### config.mk
export PLATFORM = sky130hd
export DESIGN_NAME = f_npc_bpred
export DESIGN_NICKNAME = d
export VERILOG_FILES = /design/src/rtl/f_npc_bpred.sv
export SDC_FILE = /design/constraint.sdc
export NUM_CORES = 2
export LEC_CHECK = 0
export CELL_PAD_IN_SITES_DETAIL_PLACEMENT = 0
export CELL_PAD_IN_SITES_GLOBAL_PLACEMENT = 1
export CORE_ASPECT_RATIO = 2
export CORE_MARGIN = 3
export CORE_UTILIZATION = 54
export DETAILED_ROUTE_END_ITERATION = 8
export GPL_TIMING_DRIVEN = 0
export MAX_ROUTING_LAYER = met4
export PLACE_DENSITY = 0.9
export SLEW_MARGIN = 5
export SYNTH_ARGS = -nofsm -noshare
export SYNTH_HDL_FRONTEND = slang
export SYNTH_SLANG_ARGS = --single-unit
### constraint.sdc
create_clock -name clk -period 7.75 [get_ports clk]
set_clock_uncertainty 0.2 [all_clocks]
set_input_delay 1.55 -clock clk [delete_from_list [all_inputs] [get_ports clk]]
set_output_delay 1.55 -clock clk [all_outputs]
set_load 0.1 [all_outputs]
### src/rtl/f_npc_bpred.sv
// Fetch-stage next-PC unit: owns F_pc, predicts the next fetch PC from a direct-mapped
// BTB with 2-bit counters, and redirects fetch when the D stage resolves differently.
module f_npc_bpred #(
   parameter int          IDX_W       = 4,
   parameter logic [31:0] RESET_PC    = 32'h0000_3000,
   parameter logic [1:0]  CTR_INIT    = 2'b10,
   parameter bit          ENABLE_PRED = 1'b1
) (
   input  logic        clk,
   input  logic        reset,
   input  logic        stall,
   output logic [31:0] F_pc,
   input  logic        D_valid,
   input  logic [31:0] D_pc,
   input  logic        D_is_cti,
   input  logic        D_is_jump,
   input  logic        D_taken,
   input  logic [31:0] D_target,
   output logic        flush,
   output logic [31:0] mispred_cnt
);

   localparam int ENTRIES = 1 << IDX_W;
   localparam int TAG_W   = 32 - (IDX_W + 2);

   logic [31:0]        pc_q, pc_d;
   logic [31:0]        cnt_q, cnt_d;
   logic [ENTRIES-1:0] valid_q, valid_d;
   logic [ENTRIES-1:0] jmp_q, jmp_d;
   logic [TAG_W-1:0]   tag_q    [ENTRIES];
   logic [TAG_W-1:0]   tag_d    [ENTRIES];
   logic [29:0]        target_q [ENTRIES];
   logic [29:0]        target_d [ENTRIES];
   logic [1:0]         ctr_q    [ENTRIES];
   logic [1:0]         ctr_d    [ENTRIES];

   logic [IDX_W-1:0]   f_idx, d_idx;
   logic               f_hit, d_hit, pred_taken, res;
   logic [31:0]        pred_npc, act_npc;
   logic               unused_tgt_bits;

   assign unused_tgt_bits = ^D_target[1:0];

   function automatic logic [1:0] sat_inc(input logic [1:0] c);
      return (c == 2'b11) ? c : c + 2'd1;
   endfunction

   function automatic logic [1:0] sat_dec(input logic [1:0] c);
      return (c == 2'b00) ? c : c - 2'd1;
   endfunction

   always_comb begin
      f_idx      = pc_q[IDX_W+1:2];
      f_hit      = valid_q[f_idx] && (tag_q[f_idx] == pc_q[31:IDX_W+2]);
      pred_taken = ENABLE_PRED && f_hit && (jmp_q[f_idx] || ctr_q[f_idx][1]);
      pred_npc   = pred_taken ? {target_q[f_idx], 2'b00} : pc_q + 32'd4;
   end

   // F holds the instruction fetched right after D, so any disagreement with act_npc is a mispredict.
   always_comb begin
      res     = D_valid && !stall && !reset;
      act_npc = (D_is_cti && D_taken) ? D_target : D_pc + 32'd4;
      d_idx   = D_pc[IDX_W+1:2];
      d_hit   = valid_q[d_idx] && (tag_q[d_idx] == D_pc[31:IDX_W+2]);
   end

   assign flush = res && (act_npc != pc_q);

   always_comb begin
      valid_d  = valid_q;
      jmp_d    = jmp_q;
      tag_d    = tag_q;
      target_d = target_q;
      ctr_d    = ctr_q;
      if (res && D_is_cti) begin
         if (d_hit) begin
            if (D_taken) begin
               target_d[d_idx] = D_target[31:2];
               ctr_d[d_idx]    = sat_inc(ctr_q[d_idx]);
            end else begin
               ctr_d[d_idx] = jmp_q[d_idx] ? 2'b11 : sat_dec(ctr_q[d_idx]);
            end
         end else if (D_taken) begin
            valid_d[d_idx]  = 1'b1;
            tag_d[d_idx]    = D_pc[31:IDX_W+2];
            target_d[d_idx] = D_target[31:2];
            jmp_d[d_idx]    = D_is_jump;
            ctr_d[d_idx]    = D_is_jump ? 2'b11 : CTR_INIT;
         end
      end
   end

   always_comb begin
      pc_d  = pc_q;
      cnt_d = cnt_q;
      if (flush) begin
         pc_d  = act_npc;
         cnt_d = cnt_q + 32'd1;
      end else if (!stall) begin
         pc_d = pred_npc;
      end
   end

   always_ff @(posedge clk) begin
      if (reset) begin
         pc_q    <= RESET_PC;
         cnt_q   <= '0;
         valid_q <= '0;
      end else begin
         pc_q    <= pc_d;
         cnt_q   <= cnt_d;
         valid_q <= valid_d;
      end
   end

   // Payload fields are qualified by valid_q, so they need no reset.
   always_ff @(posedge clk) begin
      jmp_q    <= jmp_d;
      tag_q    <= tag_d;
      target_q <= target_d;
      ctr_q    <= ctr_d;
   end

   assign F_pc        = pc_q;
   assign mispred_cnt = cnt_q;

endmodule
-- Word level (Yosys, flattened, before mapping)
Index checks and enable logic that the tools add are counted.
- bits in registers: 1024
- input bits: 71
- output and inout bits: 65
- logic and storage cells: 138
- add/subtract/negate cells: 5
- order comparisons: 6
- eq/ne operators: 5
- multiplexer cells: 48
- bitwise operators: 4
- reduce and logical (&&, ||, !) cells: 18
- operators with widths (operator ; number):
    $bwmux 480 ; 1
    $bwmux 416 ; 1
    $mux 32 ; 7
    $bmux 26 s4 ; 2
    $mux 26 ; 5
    $bmux 30 s4 ; 1
    $demux 30 s4 ; 1
    $demux 26 s4 ; 1
    $bwmux 32 ; 3
    $mux 30 ; 3
    $add 32x3->32 const B ; 2
    $eq 26x26->1 ; 2
    $add 32x1->32 const B ; 1
    $ne 32x32->1 ; 1
    $bmux 1 s4 ; 4
    $bmux 2 s4 ; 2
    $bwmux 16 ; 1
    $mux 2 ; 8
    $or 16x16->16 ; 1
    $ge 5x5->1 const B ; 2
    $logic_and 1x1->1 ; 10
    $lt 4x5->1 const B ; 2
    $not 4->5 ; 2
    $demux 2 s4 ; 1
    15 further kinds ; 22

-- Depth between registers and ports, before layout
- word-level depth: 10
- gate-level depth with buffers: 17
- gate-level depth less buffers: 10

-- Least setup slack after synthesis
Ideal clock, no wire load.
- path type: input -> output
- start: input D_pc[3]
- end: output flush
- data arrival time: 5.049 ns
- data required time: 6.000 ns
- setup slack: 0.951 ns
- cell stages on the path: 15
- path buffers: 5
- path through: clkbuf_1 clkbuf_1 clkbuf_1 buf_1 inv_1 ha_1 inv_1 o221ai_1 o221ai_1 or4_1 nor4_1 nand4bb_1 clkbuf_1 nand2_1 inv_1
- cells in the longest elaborated chain, start to end: 4
- RTL lines (element ; RTL line ; text):
    start: declaration ; 14 ; input logic [31:0] D_pc,
    $add 32x3->32 ; 62 ; act_npc = (D_is_cti && D_taken) ? D_target : D_pc + 32'd4;
    $mux 32 ; 62 ;
    $ne 32x32->1 ; 67 ; assign flush = res && (act_npc != pc_q);
    $logic_and 1x1->1 ; 67 ;
    end: declaration ; 19 ; output logic flush,
Every way passes these cells.

-- Final worst setup path
- start: input D_pc[8]
- end: output flush
The elaborated chain is that of the path after synthesis.

==> run metrics <==
delay-heaviest family, CP simple AND/OR/NAND/NOR gates; Synth async-reset ratio 0%; critical path required time about 6.0 ns; Worst Hold Class reg -> reg; Die Ht 424 um; Iter 0 DRT Violations about 3700; core area 86200 um^2; Final #Nets slightly above 3000; f_max between 0.1 and 0.15 GHz; Mapped Area roughly 47000 um^2; clk_lat worst skew slightly above 0.7 ns; CP Class in -> out; critical path arrival about 6 ns; r2r setup slk around 1.4 ns; Worst Setup Start Kind input port; Seq/Total Area, Yosys 63.5%; status finished, final reports clean; commonest non-fill, non-tap cell in the layout edfxtp_1; Setup WS post-layout ~0.037 ns; Root Driver clkbuf_16; Critical R2R Capture F_pc[1]; CTS Hold Bufs 0; GRT overflow 0; Die Span X roughly 210 um; WL final 175000 um; compound-gate portion of the synthesized area under 10%; Fin. Hold Viols 0; most frequent cells in the layout edfxtp_1, mux4_2, nand2_1, clkdlybuf4s50_1, nor2_1; port bufs around 130; Most used DFF post-synth edfxtp_1; synth unique cells 83; DRT Pass-1 Iters 9; Final setup violation count 0; ANT nets after route 0; syn_area_per_cell around 17 um^2; kind of end point of the critical path primary output; CTS tree done; Ys Warns 0; Synth top area share between 60% and 70%; Final min period between 7 and 8 ns; Post-synth EDFFs 944; Yosys reg bits slightly above 1000; Power Total 12.1 mW; Post-Synth Simple-Gate Area slightly below 6%; hold_sp valid_q[4]; worst r2r src F_pc[2]; max incr delay on CP about 0.6 ns; Cell Chain, Critical Path dlygate4sd2_1 -> buf_2 -> and4_1 -> nand2_1 -> o31a_1 -> o21ai_0 -> nand4_1 -> nor4_2 -> nand4bb_1 -> clkbuf_4 -> nand2_1 -> inv_1 -> buf_4; fillers 6011; Register Area approximately 30000 um^2; Final Hold Slack 0.288 ns; die footprint slightly above 90000 um^2; share of cells above drive strength 1 roughly 25%; post-synthesis mux area share 21.7%; Worst Hold Endpoint valid_q[4]; period utilisation layout 99.5%; GRT Util Overall between 30 and 40%; Synthesized Nets between 2000 and 3000; Gate Count Post-Synth between 2000 and 3000; main combinational cell family by area after synthesis multiplexers; vias per cell roughly 7.2; Post-Synth XOR/XNOR Area 2.44%; Crit-path slowest cell dlygate4sd2_1; routability cong. about 1.1; largest cells by area after synthesis edfxtp_1, mux4_2, dfxtp_1; clock-pin slew of the registers on the worst-case setup and hold paths about 0.07 ns; Area after DPL approximately 51000 um^2; max-slew violations 0; I/O pin count 136; first-pass GRT wire length about 240000 um; Via Count 30231; Post-Synth Adder-Cell Area less than 1%; Power Density 224 nW/um^2; Post-DP HPWL 128000 um; Worst Path Max Fanout 17; largest net degree at the start of global routing 24; pre-CTS setup slack -2.67 ns; hold path depth 1; Worst Max-Slew Pin Slew around 1.2 ns; initial antenna violation count 11; footprint of the multi-input gates 16400 um^2; Clock Tree Buf Depth 3; vias in the first global route approximately 31000; total CTS buffers 86; DR WL/cell roughly 41 um; Leakage 16.9 nW; Cell Count, Final, Fillers Out approximately 4200; synthesis-to-finish area growth 14.5%; cell taking the most area after synthesis edfxtp_1; Starting Density between 50% and 60%; DRC 0; Top cell by count, worst path nand2_1; worst vdd ir 0.266 mV; RSZ-0062 raised after global routing no; Slew Limit Headroom about a fifth; H-tree levels 3; dpl cells 4045; # Max-Cap Violations 0; reg2reg path depth 14; Cell Rows 152; clock sink total around 1000; critical path buffer and inverter count 5; Finished Cell Area 54000 um^2
## how the worst max path moves through the flow
| stage | from | to | slack [ns] | cells after the start |
|---|---|---|---|---|
| 6_report | D_pc[8] | flush | 0.04 | 13 |
| 5_1_grt | D_pc[11] | flush | 0.0004 | 14 |
| 4_1_cts | D_pc[6] | flush | -0.1 | 13 |
| 3_5_place_dp | D_pc[3] | flush | -2.67 | 17 |
| 3_3_place_gp | D_pc[3] | tag_q[215] | -3.21 | 13 |
| 2_1_floorplan | D_pc[3] | flush | 0.95 | 15 |
## synth_stat cells, types with 12 or more instances
| cell type | count |
|---|---|
| and4_1 | 12 |
| a21o_1 | 12 |
| a21oi_1 | 30 |
| nand2_1 | 122 |
| o22ai_1 | 24 |
| dfxtp_1 | 80 |
| edfxtp_1 | 944 |
| buf_4 | 12 |
| a22oi_1 | 13 |
| nor4_1 | 32 |
| mux4_2 | 397 |
| o21ai_0 | 48 |
| o221ai_1 | 15 |
| inv_1 | 37 |
| a31oi_1 | 13 |
| mux2_2 | 26 |
| buf_1 | 18 |
| clkbuf_1 | 92 |
| mux2i_1 | 86 |
| xor2_1 | 36 |
| nor2_1 | 131 |
| nand3_1 | 48 |
| nand4_1 | 40 |
| and3_1 | 34 |
| xnor2_1 | 93 |
| nor2b_1 | 50 |
| nor3_1 | 21 |
| a32oi_1 | 16 |
| buf_2 | 81 |
## logic make-up after synthesis
group | Yosys count
AOI/OAI and AO/OA | 265
xor gates and xnor gates | 130
adders and majority gates | 6
buffers and inverters | 249
DFF | 1024
muxes | 518
and+or+nand+nor | 534
## final cells by class
cell class / instances / share of cell area, %
tap: 1155 / 2.68
antenna: 10 / 0.0463
timing repair buffer: 170 / 3.78
sequential: 1024 / 55.5
buffer: 209 / 1.92
clock buffer: 98 / 4.12
clock inverter: 62 / 1.35
multi-input combinational: 1453 / 30.4
inverter: 40 / 0.278
## state kept, by name (all words and copies together) (netlist names)
name	cells
ctr_q	32
F_pc	32
mispred_cnt	32
jmp_q	16
valid_q	16
tag_q	416
target_q	480
## routing by layer
metal / routed length [um] / part of all wire [%] / up-vias / GRT usage [%]
li1: - / - / 11729 / -
met2: 91400 / 52 / 2207 / 67.9
met1: 51900 / 30 / 15595 / 39.9
met3: 13800 / 7.9 / 700 / 7.16
met4: 17600 / 10 / 0 / 30.6
met5: 0 / 0 / - / -
## through the flow
| stage | utilization (%) | setup TNS [ns] |
|---|---|---|
| 2_1_floorplan | - | 0 |
| 3_3_place_gp | 57.9 | -1932.44 |
| 3_5_place_dp | 59.0 | -1011.58 |
| 4_1_cts | 62.6 | -0.0957 |
| 5_1_grt | 62.7 | 0 |
| 6_report | 62.7 | 0 |
## where the power goes
group          switching [mW]  internal [mW]
Combinational           0.896          0.496
Sequential             0.0277           6.04
Clock                    2.13           2.48
Total                    3.05           9.02
## what timing repair did
item	in CTS	in global routing
pin swaps	5	1
setup endpoints to repair	513	1
buffers inserted	4	1
gates resized for setup	46	18
No activity file was read; power rests on OpenSTA's default activity.
